$ cat src/rtl/bcm_channel_driver.sv
// ---------------------------------------------------------------------------
// bcm_channel_driver
//
// Binary-code-modulation channel driver. Consumes the free-running 8-bit BCM
// time-slot pointer and drives NUM_CH LED outputs from per-channel 8-bit
// brightness values. Brightness writes land in a shadow bank that is copied
// to the active bank only on the address == 0 slot. A frame therefore never
// shows a mix of old and new brightness values.
//
// Slot-to-plane mapping: plane = floor(log2(address+1)) for address 0..254.
// Plane k is lit for 2^k slots. Address 255 is the blank slot.
//
// Optional build macro:
//   BCM_SYNC_CHECK_EN  When defined, every sampled address in RUN is checked
//                      against (previous address + 1) mod 256. A mismatch
//                      sets the sticky sync_err flag and drops the FSM back
//                      to SYNC. When undefined, sync_err is tied to 0 and
//                      RUN is left only by reset.
//
// Parameters:
//   NUM_CH  number of LED channels (1..32)
//   CH_W    width of load_ch, at least ceil(log2(NUM_CH)), minimum 1
//
// Ports:
//   clk          system clock
//   rst_n        asynchronous active-low reset
//   address      BCM time-slot pointer, +1 per clk, wraps 255->0
//   load_valid   brightness write request
//   load_ready   write accepted when load_valid && load_ready (comb.)
//   load_ch      target channel; indices >= NUM_CH are accepted and dropped
//   load_data    brightness value for load_ch
//   led_out      BCM-modulated channel outputs (registered)
//   bitplane     plane index currently driven (registered)
//   blank        high on the blank slot or while not synchronised (reg.)
//   frame_start  one-cycle pulse aligned with the output for address 0
//   sync_err     sticky pointer-discontinuity flag
// ---------------------------------------------------------------------------
module bcm_channel_driver #(
    parameter int NUM_CH = 8,
    parameter int CH_W   = 3
) (
    input  logic              clk,
    input  logic              rst_n,
    input  logic [7:0]        address,
    input  logic              load_valid,
    output logic              load_ready,
    input  logic [CH_W-1:0]   load_ch,
    input  logic [7:0]        load_data,
    output logic [NUM_CH-1:0] led_out,
    output logic [2:0]        bitplane,
    output logic              blank,
    output logic              frame_start,
    output logic              sync_err
);

    typedef enum logic {
        SYNC = 1'b0,
        RUN  = 1'b1
    } state_t;

    // Plane index for a slot. Thresholds are the first slot of each plane
    // (2^k - 1); address 255 falls into the last bucket, so the blank slot
    // reports plane 7 without a special case.
    function automatic logic [2:0] plane_decode(input logic [7:0] a);
        logic [2:0] p;
        p = 3'd0;
        if (a >= 8'd1)   p = 3'd1;
        if (a >= 8'd3)   p = 3'd2;
        if (a >= 8'd7)   p = 3'd3;
        if (a >= 8'd15)  p = 3'd4;
        if (a >= 8'd31)  p = 3'd5;
        if (a >= 8'd63)  p = 3'd6;
        if (a >= 8'd127) p = 3'd7;
        return p;
    endfunction

    state_t            state_p1;
    logic [7:0]        shadow_q   [NUM_CH];
    logic [7:0]        active_q   [NUM_CH];
    logic [7:0]        active_nxt [NUM_CH];

    logic              swap_p0;
    logic              blank_slot_p0;
    logic [2:0]        plane_p0;
    logic              wr_en_p0;
    logic              mismatch_p0;
    logic              vld_p0;
    logic [NUM_CH-1:0] led_nxt_p0;

    // ---- stage p0: combinational decode of the sampled pointer ----
    assign swap_p0       = (address == 8'd0);
    assign blank_slot_p0 = (address == 8'hFF);
    assign plane_p0      = plane_decode(address);

    // The swap slot never accepts a write, so the copy cannot race a write.
    assign load_ready = (address != 8'd0) && rst_n;
    assign wr_en_p0   = load_valid && load_ready;

`ifdef BCM_SYNC_CHECK_EN
    logic [7:0] prev_addr_p1;
    logic       sync_err_p1;

    // 8-bit compare context makes prev + 1 wrap 255 -> 0 naturally.
    assign mismatch_p0 = (state_p1 == RUN) && (address != prev_addr_p1 + 8'd1);

    always_ff @(posedge clk or negedge rst_n) begin
        if (!rst_n) begin
            prev_addr_p1 <= 8'd0;
            sync_err_p1  <= 1'b0;
        end else begin
            prev_addr_p1 <= address;
            if (mismatch_p0) begin
                sync_err_p1 <= 1'b1;
            end
        end
    end

    assign sync_err = sync_err_p1;
`else
    assign mismatch_p0 = 1'b0;
    assign sync_err    = 1'b0;
`endif

    // A live output cycle: either steady RUN with a continuous pointer, or
    // the address-0 slot, which (re)enters RUN from SYNC on the same cycle.
    assign vld_p0 = swap_p0 || ((state_p1 == RUN) && !mismatch_p0);

    // Bypass of the bank copy: the swap slot already displays the new values.
    always_comb begin
        for (int i = 0; i < NUM_CH; i++) begin
            active_nxt[i] = swap_p0 ? shadow_q[i] : active_q[i];
        end
    end

    always_comb begin
        led_nxt_p0 = '0;
        if (vld_p0 && !blank_slot_p0) begin
            for (int i = 0; i < NUM_CH; i++) begin
                led_nxt_p0[i] = active_nxt[i][plane_p0];
            end
        end
    end

    // ---- stage p1: brightness banks ----
    // Channel indices at or above NUM_CH match no entry, so such writes
    // complete the handshake and are silently dropped.
    always_ff @(posedge clk or negedge rst_n) begin
        if (!rst_n) begin
            for (int i = 0; i < NUM_CH; i++) begin
                shadow_q[i] <= 8'd0;
                active_q[i] <= 8'd0;
            end
        end else begin
            for (int i = 0; i < NUM_CH; i++) begin
                if (wr_en_p0 && (load_ch == CH_W'(i))) begin
                    shadow_q[i] <= load_data;
                end
                if (swap_p0) begin
                    active_q[i] <= shadow_q[i];
                end
            end
        end
    end

    // ---- stage p1: FSM and registered outputs ----
    // bitplane holds its last value while not synchronised.
    always_ff @(posedge clk or negedge rst_n) begin
        if (!rst_n) begin
            state_p1    <= SYNC;
            led_out     <= '0;
            bitplane    <= 3'd0;
            blank       <= 1'b1;
            frame_start <= 1'b0;
        end else begin
            state_p1    <= vld_p0 ? RUN : SYNC;
            led_out     <= led_nxt_p0;
            blank       <= !vld_p0 || blank_slot_p0;
            frame_start <= vld_p0 && swap_p0;
            if (vld_p0) begin
                bitplane <= plane_p0;
            end
        end
    end

endmodule
$ cat config.mk
export PLATFORM = sky130hd
export DESIGN_NAME = bcm_channel_driver
export DESIGN_NICKNAME = d
export VERILOG_FILES = /design/src/rtl/bcm_channel_driver.sv
export SDC_FILE = /design/constraint.sdc
export NUM_CORES = 1
export LEC_CHECK = 0
export ABC_CLOCK_PERIOD_IN_PS = 5500
export CORE_MARGIN = 1.5
export CORE_UTILIZATION = 42
export DETAILED_ROUTE_END_ITERATION = 16
export PLACE_DENSITY = 0.69
export RECOVER_POWER = 50
export SYNTH_ARGS = -nofsm -noshare
export SYNTH_HDL_FRONTEND = slang
export SYNTH_SLANG_ARGS = --single-unit
$ cat constraint.sdc
create_clock -name clk -period 5.5 [get_ports clk]
set_input_delay 0.55 -clock clk [delete_from_list [all_inputs] [get_ports clk]]
set_output_delay 0.55 -clock clk [all_outputs]
set_load 0.05 [all_outputs]
* Yosys cells after proc, flatten, opt, wreduce, memory -nomap -nowiden
Cells that the tools add are included.
W data, S select, Z words.
** Operators by class
- Equal/unequal tests :: 8
- Reduce and logical (&&, ||, !) cells :: 19
- Mux-type cells :: 33
- Shifts and indexed selects :: 0
- Div/mod/pow operators :: 0
- Add/subtract/negate cells :: 0
- Bitwise logic cells :: 0
- Magnitude comparators :: 8
- Multipliers :: 0
** Operator list (number)
- $mux W8 :: 9
- $bmux W1 S3 :: 8
- $eq A3 B3 Y1 const B :: 4
- $logic_and A1 B1 Y1 :: 12
- $mux W3 :: 4
- $mux W1 :: 10
- $eq A8 B8 Y1 const B :: 1
- $ge A8 B1 Y1 const B :: 1
- $ge A8 B2 Y1 const B :: 1
- $ge A8 B3 Y1 const B :: 1
- $ge A8 B4 Y1 const B :: 1
- $ge A8 B5 Y1 const B :: 1
- $ge A8 B6 Y1 const B :: 1
- $ge A8 B7 Y1 const B :: 1
- $logic_not A8 Y1 :: 1
- $reduce_bool A8 Y1 :: 1
- $eq A3 B2 Y1 const B :: 2
- $lt A3 B4 Y1 const B :: 1
- $mux W2 :: 2
- $eq A3 B1 Y1 const B :: 1
- $logic_not A3 Y1 :: 1
- $logic_not A1 Y1 :: 2
- $logic_or A1 B1 Y1 :: 2
** Storage, ports and cells
- Input bits :: 22
- Memories :: 0
- Bits in latches :: 0
- Output and inout port bits :: 15
- Register bits :: 142
- Bits in writable memories :: 0
- Bits in read-only memories :: 0

* Logic depth before layout (Yosys ltp)
- Depth after elaboration :: 11
- Mapped depth :: 9
- Gate-level depth less buffers :: 6

* Least setup slack after synthesis
No wires, ideal clock.
- Path kind :: input port to flip-flop
- From :: in address[1]
- To :: reg shadow_q[0] (netlist bit)
- Library setup time :: 0.125 ns
- Data arrival time :: 2.270 ns
- Path slack :: 3.105 ns
- Cell stages on the path :: 9
- Path buffers :: 3
- Cells stage by stage :: nor4_2 nand2_2 buf_6 and2_4 and3_4 buf_6 and3_4 buf_6 mux2_4
** Between the ends
- Cells in the longest elaborated chain, start to end :: 4
** RTL lines
- start, declared :: line 44 : input logic [7:0] address,
- $reduce_bool A8 Y1 :: line 96 : assign load_ready = (address != 8'd0) && rst_n;
- $logic_and A1 B1 Y1 :: line 96
- named net load_ready :: line 46 : output logic load_ready,
- $logic_and A1 B1 Y1 :: line 97 : assign wr_en_p0 = load_valid && load_ready;
- $logic_and A1 B1 Y1 :: line 155 : if (wr_en_p0 && (load_ch == CH_W'(i))) begin
- end signal, assigned by index :: line 156 : shadow_q[i] <= load_data;
- end, declared :: line 78 : logic [7:0] shadow_q [NUM_CH];
The timed path passes the listed nets, and every way through them passes these cells.
A chain may end at the register's enable or synchronous reset.

* Final worst setup path
- From :: in address[0]
- To :: out load_ready
** Between the ends
- Cells in the longest elaborated chain, start to end :: 2
** RTL lines (line)
- $reduce_bool A8 Y1 :: 96
- $logic_and A1 B1 Y1 :: 96
- end, declared :: 46
Every way passes these cells.

==> impl_results.md <==
- Synth cell types: 53
- Overall routing resource usage: 18.9%
- Clock-pin slew of the registers on the worst-case setup and hold paths: about 0.05 ns
- Cells resized by post-CTS repair: 0
- Post-synth ARST share: 100%
- Skew-Pair Late Insertion Delay: 0.42 ns
- H-tree depth: 4
- Critical path class: input pin to output pin
- Initial Util: 43.0%
- Num CTS Buffers: 17
- R2R cell count: 4
- Remaining Overflow, GRT: 0
- Crit. Startpoint: address[0]
- Synth-to-Final Area Change: 16.4%
- Setup TNS: 0 ns
- Number of nets produced by synthesis: just under 600
- Critical path required time: between 4 and 5 ns
- Run status: finished, final reports clean
- Leading cell type in the layout, fill and taps excluded: nand2_1
- Worst-case vdd ir drop: 0.232 mV
- Final Cycle Share: 70.1%
- # clock sinks: approximately 140
- Final #Nets: 611
- Number of synthesized flops with an enable pin: 0
- Count of inserted antenna diode cells: 0
- RSZ-0062 raised after global routing: false
- Total detailed-routing wirelength: 13.5 mm
- Capture point of the critical path: load_ready
- Number of nets with antenna violations after detailed routing: 0
- Most used flip-flop cell after synthesis: dfrtp_1
- Endpoint type of the worst setup path: output pin
- Slew margin rel.: 34.3%
- Final count of hold timing violations: 0
- Violation count after the first detailed-routing iteration: 239
- TritonCTS clock tree: done
- Leakage: between 3 and 4 nW
- Count of input and output buffers: 35
- Row count: between 40 and 50
- Final Skew: 0.0115 ns
- Number of global-route vias before repair: 4285
- Number of antenna violations at the first check in global routing: 0
- Drt wl/cell: 17.2 µm
- Mean number of vias per cell: 5.29
- Max Transition Viols Final: 0
- Flip-flop and latch count after synthesis: about 140
- Biggest area consumer among synthesized cells: dfrtp_1
- Fmax: roughly 260 MHz
- Reg2reg setup slack: 3.16 ns
- Number of cells produced by synthesis: 560
- HPWL after DPL: approximately 8.9 mm
- CP Data Arrival Time: 3.31 ns
- Sequential element share of the synthesized area: 56.7%
- Startpoint of the worst-slack reg-to-reg timing path: state_p1
- Die Area: ~0.016 mm²
- Largest cells by area after synthesis: dfrtp_1 56%, nand2_1 11%, mux2_2 10%, mux2_4 1.9%, mux2i_1 1.6%
- Final weighted congestion in routability-driven placement: 0.792
- Post CTS Setup Buffer Count: 0
- Root buffer cell: clkbuf_16
- Final-layout worst hold slack: 0.138 ns
- Fraction of synthesized cell area taken by the top area cell type: between 50% and 60%
- Maxcap violations: 0
- Height of the die: approximately 120 µm
- Total power per unit cell area: roughly 380 mW/mm²
- Global-route wire length before repair: 22.9 mm
- End of the worst register-to-register path: led_out[1]
- Synthesis warning total: 0
- I/O pin count: 37
- Longest Clk Path Bufs: 2
- Drt pass-1 iters: 4
- Routed via count: 4155
- DR DRC count: 0
- Critical-path maximum fanout: 30
- Least-Margin Pin Slew: 0.981 ns
- Leading cell types in the layout, fill and taps excluded: 187 x nand2_1, 140 x dfrtp_1, 58 x mux2_2
- Width of the die: 125 µm
- Min Clock Period, post-route: 3.86 ns
- Path class of the lowest-slack min-delay path: input pin to asynchronous set/reset pin
- Number of endpoints failing setup at the final stage: 0
- Share of post-route cells with drive strength above 1: 20.1%
- Cts-stage hold buffer count: 0
- Largest net degree at the start of global routing: 74
- Avg Cell Area, Syn: about 11 µm²
- Mapped cell area: 0.00623 mm²
- Crit start category: input pin
- Standard cell core area: 0.0145 mm²
[cells in the mapped netlist (all sizes together), types with 3 or more instances]
cell type / instances
nand3b: 3
a21boi: 6
a311oi: 6
nor3: 9
nor3b: 5
o21ai: 10
mux2: 66
o211ai: 4
a21oi: 6
and3: 4
inv: 10
buf: 16
dfrtp: 140
nor2: 12
a211o: 8
a211oi: 12
nand2: 189
nand2b: 4
clkbuf: 14
mux2i: 10
[per-stage QoR]
step	setup slack (ns)	total power, mW	utilization, %	area (µm²)	cells
3_5_place_dp	1.64	1.64	45.9	6650	754
3_3_place_gp	1.71	1.62	45.9	6650	754
4_1_cts	1.62	2.81	50.1	7250	785
6_report	1.64	2.78	50.1	7250	785
2_1_floorplan	3.10	1.51	-	6230	560
5_1_grt	1.46	2.90	50.1	7250	785
[worst min-delay path by stage]
stage                 startpoint            to  slack (ns)  cells past startpoint
global route               rst_n   active_q[6]        0.19                      1
CTS                        rst_n   frame_start        0.16                      1
floorplan                  rst_n   active_q[0]        0.25                      0
global placement    shadow_q[17]  active_q[17]        0.44                      2
finish                     rst_n   active_q[6]        0.14                      1
detailed placement  shadow_q[17]  active_q[17]        0.45                      2
[worst max-delay path, cell delays in order]
cell             delay [ns]
clkdlybuf4s50_1        0.52
nor4_2                 0.50
nand2_2                0.46
buf_4                  0.37
and2_4                 0.19
clkdlybuf4s50_1        0.69
[flip-flops by register name (all words and copies together), names as in the netlist]
signal       cells
blank            1
led_out          8
state_p1         1
frame_start      1
active_q        63
shadow_q        64
bitplane         3
[power breakdown]
part	internal (mW)	switching, mW
registers	1.19	0.0844
logic	0.165	0.178
clock network	0.755	0.404
[per-layer routing]
layer  global-route usage, %  wire length (µm)  vias to the layer above
li1                        -                 -                     1947
met1                    24.9              6110                     2119
met2                    30.0              6600                       71
met3                    4.94               533                       18
met4                    6.90               252                        0
met5                       0                 0                        -
[logic make-up after synthesis]
| family | share of synthesized area, % |
|---|---|
| and+or+nand+nor | 17.4 |
| DFF | 56.7 |
| muxes | 14.0 |
| AOI/OAI and AO/OA | 7.88 |
| buffers and inverters | 3.82 |
| xor gates and xnor gates | 0.141 |
| other | 0.0602 |
[layout make-up]
| class | instances | area (µm²) |
|---|---|---|
| Multi-Input combinational cell | 379 | 2460 |
| Inverter | 10 | 37.5 |
| Clock buffer | 24 | 492 |
| Clock inverter | 7 | 110 |
| Sequential cell | 141 | 3530 |
| Fill cell | 1271 | 7230 |
| Timing Repair Buffer | 40 | 389 |
| Tap cell | 184 | 230 |
Power figures use the tool's default switching activity.
